File: config.mk
export PLATFORM = sky130hd
export DESIGN_NAME = gpio_trigger_sequencer
export DESIGN_NICKNAME = d
export VERILOG_FILES = /design/src/rtl/gpio_seq_pkg.sv /design/src/rtl/gpio_seq_dncnt.sv /design/src/rtl/gpio_trigger_sequencer.sv
export SDC_FILE = /design/constraint.sdc
export NUM_CORES = 1
export LEC_CHECK = 0
export ABC_AREA = 1
export CORE_MARGIN = 5
export CORE_UTILIZATION = 60
export CTS_BUF_LIST = sky130_fd_sc_hd__clkbuf_4 sky130_fd_sc_hd__clkbuf_8
export DETAILED_ROUTE_END_ITERATION = 8
export PLACE_DENSITY = 0.95
export SLEW_MARGIN = 20
export SYNTH_ARGS = -nofsm -noshare
export SYNTH_HDL_FRONTEND = slang
export SYNTH_HIERARCHICAL = 1
export SYNTH_SLANG_ARGS = --single-unit
File: constraint.sdc
create_clock -name sys_clk_i -period 4.4 [get_ports sys_clk_i]
set_clock_uncertainty 0.2 [all_clocks]
set_input_delay 0.88 -clock sys_clk_i [delete_from_list [all_inputs] [get_ports sys_clk_i]]
set_output_delay 0.88 -clock sys_clk_i [all_outputs]
set_load 0.02 [all_outputs]
File: src/rtl/gpio_seq_pkg.sv
// Shared types and helpers for the GPIO start-trigger sequencer.
package gpio_seq_pkg;

    localparam int CNT_W_DEF = 32;
    localparam int REP_W_DEF = 16;

    typedef enum logic [2:0] {
        ST_IDLE  = 3'd0,
        ST_DELAY = 3'd1,
        ST_HIGH  = 3'd2,
        ST_LOW   = 3'd3,
        ST_DONE  = 3'd4
    } seq_state_e;

    // A single pulse never enters LOW, so it needs no gap after the high phase.
    function automatic logic cfg_valid(input logic width_nz,
                                       input logic width_lt_period,
                                       input logic single_pulse);
        return width_nz && (single_pulse || width_lt_period);
    endfunction

endpackage

File: src/rtl/gpio_seq_dncnt.sv
// Loadable down-counter that parks at zero instead of wrapping.
module gpio_seq_dncnt #(
    parameter int W = 32
) (
    input  logic         sys_clk_i,
    input  logic         rst_n_i,
    input  logic         load,
    input  logic         en,
    input  logic [W-1:0] value,
    output logic [W-1:0] count,
    output logic         zero
);

    logic [W-1:0] count_r;

    // count register: load wins over decrement
    always_ff @(posedge sys_clk_i or negedge rst_n_i) begin
        if (!rst_n_i) begin
            count_r <= '0;
        end else if (load) begin
            count_r <= value;
        end else if (en && (count_r != '0)) begin
            count_r <= count_r - W'(1);
        end
    end

    assign count = count_r;
    assign zero  = (count_r == '0);

endmodule

File: src/rtl/gpio_trigger_sequencer.sv
// Programmable delay + pulse-train generator driving the GPIO start trigger.
module gpio_trigger_sequencer
    import gpio_seq_pkg::*;
#(
    parameter int CNT_W = CNT_W_DEF,
    parameter int REP_W = REP_W_DEF
) (
    input  logic             sys_clk_i,
    input  logic             rst_n_i,
    input  logic [CNT_W-1:0] cfg_delay_i,
    input  logic [CNT_W-1:0] cfg_width_i,
    input  logic [CNT_W-1:0] cfg_period_i,
    input  logic [REP_W-1:0] cfg_repeat_i,
    input  logic             start_i,
    input  logic             abort_i,
    output logic             trig_o,
    output logic             busy_o,
    output logic             done_o,
    output logic             aborted_o,
    output logic             cfg_err_o,
    output logic [REP_W-1:0] pulse_cnt_o
);

    seq_state_e       state_r, state_nxt_s;
    logic [CNT_W-1:0] width_r, period_r;
    logic [REP_W-1:0] repeat_r, pulse_cnt_r, pulse_inc_s, pulse_eff_s;
    logic             trig_r, busy_r, done_r, aborted_r, cfg_err_r;
    logic             accept_s, cfg_ok_s, rise_s, last_s, abort_run_s;
    logic             cnt_load_s, cnt_en_s, cnt_zero_s;
    logic [CNT_W-1:0] cnt_val_s, cnt_q_s;

    assign accept_s    = (state_r == ST_IDLE) && start_i && !abort_i;
    assign abort_run_s = (state_r != ST_IDLE) && abort_i;
    assign cfg_ok_s    = cfg_valid(cfg_width_i != '0, cfg_width_i < cfg_period_i,
                                   cfg_repeat_i == REP_W'(1));
    // outputs lag the state by one cycle, so the first HIGH cycle is the rising one
    assign rise_s      = (state_r == ST_HIGH) && !trig_r;
    assign pulse_inc_s = (pulse_cnt_r == '1) ? pulse_cnt_r : pulse_cnt_r + REP_W'(1);
    assign pulse_eff_s = rise_s ? pulse_inc_s : pulse_cnt_r;
    assign last_s      = (repeat_r != '0) && (pulse_eff_s == repeat_r);

    gpio_seq_dncnt #(.W(CNT_W)) u_dncnt (
        .sys_clk_i (sys_clk_i),
        .rst_n_i   (rst_n_i),
        .load      (cnt_load_s),
        .en        (cnt_en_s),
        .value     (cnt_val_s),
        .count     (cnt_q_s),
        .zero      (cnt_zero_s)
    );

    // next-state and counter control
    always_comb begin
        state_nxt_s = state_r;
        cnt_load_s  = 1'b0;
        cnt_en_s    = 1'b0;
        cnt_val_s   = '0;
        case (state_r)
            ST_IDLE: begin
                if (accept_s && cfg_ok_s) begin
                    cnt_load_s = 1'b1;
                    if (cfg_delay_i != '0) begin
                        state_nxt_s = ST_DELAY;
                        cnt_val_s   = cfg_delay_i - CNT_W'(1);
                    end else begin
                        state_nxt_s = ST_HIGH;
                        cnt_val_s   = cfg_width_i - CNT_W'(1);
                    end
                end else begin
                    state_nxt_s = ST_IDLE;
                end
            end
            ST_DELAY, ST_LOW: begin
                if (cnt_zero_s) begin
                    state_nxt_s = ST_HIGH;
                    cnt_load_s  = 1'b1;
                    cnt_val_s   = width_r - CNT_W'(1);
                end else begin
                    cnt_en_s = 1'b1;
                end
            end
            ST_HIGH: begin
                if (!cnt_zero_s) begin
                    cnt_en_s = 1'b1;
                end else if (last_s) begin
                    state_nxt_s = ST_DONE;
                end else begin
                    state_nxt_s = ST_LOW;
                    cnt_load_s  = 1'b1;
                    cnt_val_s   = period_r - width_r - CNT_W'(1);
                end
            end
            ST_DONE: begin
                state_nxt_s = ST_IDLE;
            end
            default: begin
                state_nxt_s = ST_IDLE;
            end
        endcase
        if (abort_run_s) begin
            state_nxt_s = ST_IDLE;
            cnt_load_s  = 1'b0;
            cnt_en_s    = 1'b0;
        end else begin
            cnt_en_s = cnt_en_s;
        end
    end

    // state, shadow config, pulse counter and registered outputs
    always_ff @(posedge sys_clk_i or negedge rst_n_i) begin
        if (!rst_n_i) begin
            state_r     <= ST_IDLE;
            width_r     <= '0;
            period_r    <= '0;
            repeat_r    <= '0;
            pulse_cnt_r <= '0;
            trig_r      <= 1'b0;
            busy_r      <= 1'b0;
            done_r      <= 1'b0;
            aborted_r   <= 1'b0;
            cfg_err_r   <= 1'b0;
        end else begin
            state_r   <= state_nxt_s;
            trig_r    <= (state_r == ST_HIGH) && !abort_i;
            busy_r    <= (state_r != ST_IDLE) && !abort_i;
            done_r    <= (state_r == ST_DONE) && !abort_i;
            aborted_r <= abort_run_s;
            cfg_err_r <= accept_s && !cfg_ok_s;
            if (accept_s && cfg_ok_s) begin
                width_r     <= cfg_width_i;
                period_r    <= cfg_period_i;
                repeat_r    <= cfg_repeat_i;
                pulse_cnt_r <= '0;
            end else if (rise_s && !abort_i) begin
                pulse_cnt_r <= pulse_inc_s;
            end
        end
    end

    assign trig_o      = trig_r;
    assign busy_o      = busy_r;
    assign done_o      = done_r;
    assign aborted_o   = aborted_r;
    assign cfg_err_o   = cfg_err_r;
    assign pulse_cnt_o = pulse_cnt_r;

endmodule

==> out/metrics.yaml <==
grt:
  grt_overflow: 0
  grt_pass1_wl_mm: 69.7
  grt_pass1_vias: 14216
  grt.total_usage: 0.348
  antenna_found_initial: 0
  grt_start_max_net_pins: 85
clocking:
  numCtsBuffers: 17
  cts_tree: "done"
  htree_levels: 4
  cts_setup_buffers: 0
  path_clk_slew_ps: 100
  cts_buffer_depth: 2
  cts_sinks: 136
  cts_resized: 0
  insertion_delay_ps: 480
  ctsHoldBuffers: 0
  clockRootBuffer: "clkbuf_8"
power_and_ir_drop:
  power.total_mw: 9.54
  p_leak_nw: 7.91
  powerDensity_mw_per_mm2: 625
  peakVddDrop_mv: 0.261
worst_setup_path:
  path_buf_inv: 3
  crit_path_max_fanout: 27
  crit_path_top_delay_cell: "dfrtp_1"
  crit_arrival_ps: 4300
  endpoint_kind: "flip-flop"
  cpPeakStageDelay_ps: 470
  path_delay_family: "simple AND/OR/NAND/NOR gates"
  required_ps: 4600
  startpoint_type: "flip-flop"
  path_cells: "ha_1 > nand3_1 > nor2_2 > nand2_4 > nand2_2 > o21ai_1 > or2_0 > nand2_1 > inv_1 > nand2_1 > nor2_2 > nand2_4 > nand3_4 > a21oi_2 > clkinv_1 > buf_4 > nand2_4 > nand2_1 > o21ai_2"
  crit_type: "flip-flop to flip-flop"
floorplanning:
  dieHeight_um: 158
  core_area_mm2: 0.0218
  chipWidth_um: 158
  start_util: 0.607
  rows: 54
  io_pins: 137
  die_area_mm2: 0.0251
hold_path:
  hold_class: "input pin to asynchronous set/reset pin"
synthesis:
  ys_warn_count: 6
  syn_area_mm2: 0.0132
  ys.flop_type: "dfrtp_1"
  synth_seq_cells: 136
  synth.avg_cell_area_um2: 6.13
  synthArstFlopShare: 1.00
  yosysUniqueCellTypes: 55
  synth_edf_count: 0
  ys_seq_area_frac: 0.258
  synth_cells: 2155
  syn_nets: 2338
timing:
  fin_setup_tns_ps: 0
  hold_viol_final: 0
  timing.final.crit_period_ps: 4100
  maxSlewViolCount: 0
  maxSlewHeadroom: 0.388
  rsz0062_at_grt: "false"
  setup_violations: 0
  worst_pin_slew_ps: 913
  clock.fmax_mhz: 244
  final.period_utilization: 0.931
layout:
  diodes: 0
  area_delta_synth_final_pct: 15.5
  drive_gt1_frac: 0.0570
  final_common_cell: "nand2_1"
  finalNetCount: 2467
  final_cell_mix: "nand2_1, inv_1, nor2_1, nand3_1, o21ai_0"
  n_fill_cell: 1897
detailed_routing:
  routed_wl_mm: 43.6
  drt_iter0_markers: 1847
  post-route-drc-count: 0
  post_drt_wl_per_cell_um: 16.9
  post_drt_via_cell_ratio: 5.86
  vias: 15106
  postRouteAntennaNets: 0
  dr.pass1.iters: 6
placed_design:
  dp_hpwl_mm: 34.9
  port_buffers: 136
  gp_congestion: 0.982
run_status:
  status: "complete, no violations"
run:
  maxCapViolations: 0
## through the flow
stage / area, um2 / std cells / hold slack (ps) / setup WS [ps] / util
floorplan: 13200 / 2155 / 257 / 779 / -
global placement: 14900 / 2545 / 278 / 256 / 0.685
detailed placement: 14900 / 2545 / 291 / 150 / 0.685
CTS: 15300 / 2577 / 259 / 390 / 0.702
global route: 15300 / 2577 / 295 / 10.2 / 0.702
finish: 15300 / 2577 / 216 / 302 / 0.702
## synth_stat cells (4+ instances only)
master    instances  area [um2]
nor3_1           10        50.1
nand3b_1         11        82.6
inv_1           344        1290
a22oi_1           7        52.6
a211oi_1          7        52.6
nor2_1          239         897
nand4_1          61         382
o21ai_0         149         746
nand2_4           5        56.3
nor2_2           10        62.6
xnor2_1          15         131
buf_1             8        30.0
a21o_1            8        60.1
xor2_1           31         272
buf_6             4        45.0
dfrtp_1         136        3400
nor4_1           13        81.3
ha_1             66         826
o21ai_2          17         149
nand3_2           6        60.1
buf_2            14        70.1
or2_2             6        37.5
nand2_1         620        2330
a21oi_1         104         521
clkbuf_1         23        86.3
nand3_1         172         861
o21bai_1          7        52.6
nor2_4            6        67.6
a31oi_1           8        50.1
nand2_2           8        50.1
## registers in the layout, summed over array words and instances, names as in the netlist
signal / count
busy_o: 1
done_o: 1
trig_o: 1
aborted_o: 1
state_r: 3
period_r: 32
u_dncnt/count: 32
width_r: 32
pulse_cnt_o: 16
repeat_r: 16
cfg_err_o: 1
## cell families after synthesis
| kind of cell | count (synthesis) | synth area share |
|---|---|---|
| compound gates | 328 | 0.141 |
| xor+xnor | 46 | 0.0305 |
| fa+ha+maj | 67 | 0.0640 |
| buf+inv | 399 | 0.118 |
| flops | 136 | 0.258 |
| simple gates | 1179 | 0.389 |
## layer usage
layer  track usage  vias to the layer above  wire length [um]
met5             0                        -                 0
met1         0.461                     6790             17400
li1              -                     7208                 -
met2         0.569                      934             19700
met3        0.0579                      174              4630
met4         0.142                        0              1900
## report_power, final
group          switching, mW  internal, mW
Clock                  0.621         0.414
Sequential             0.691          1.75
Combinational           3.92          2.14
Total                   5.23          4.31
## final cells by class
type	count	area, um2	share of cell area
inverter	348	1310	0.0856
tap	280	350	0.0229
timing repair buffer	161	1580	0.103
clock buffer	17	234	0.0153
multi-input combinational	1620	8260	0.541
clock inverter	15	136	0.00893
sequential	136	3400	0.223
## final timing paths
| check | start | end | slack, ps | cells past startpoint |
|---|---|---|---|---|
| max | pulse_cnt_o[0] | u_dncnt/count[14] | 300 | 19 |
| min | rst_n_i | cfg_err_o | 220 | 1 |
| max reg2reg | pulse_cnt_o[0] | u_dncnt/count[14] | 300 | 19 |
| min reg2reg | period_r[0] | period_r[0] | 310 | 2 |
| max in group asynchronous | rst_n_i | width_r[31] | 2830 | 2 |
| min in group sys_clk_i | period_r[0] | period_r[0] | 310 | 2 |
Power figures use the tool's default switching activity.
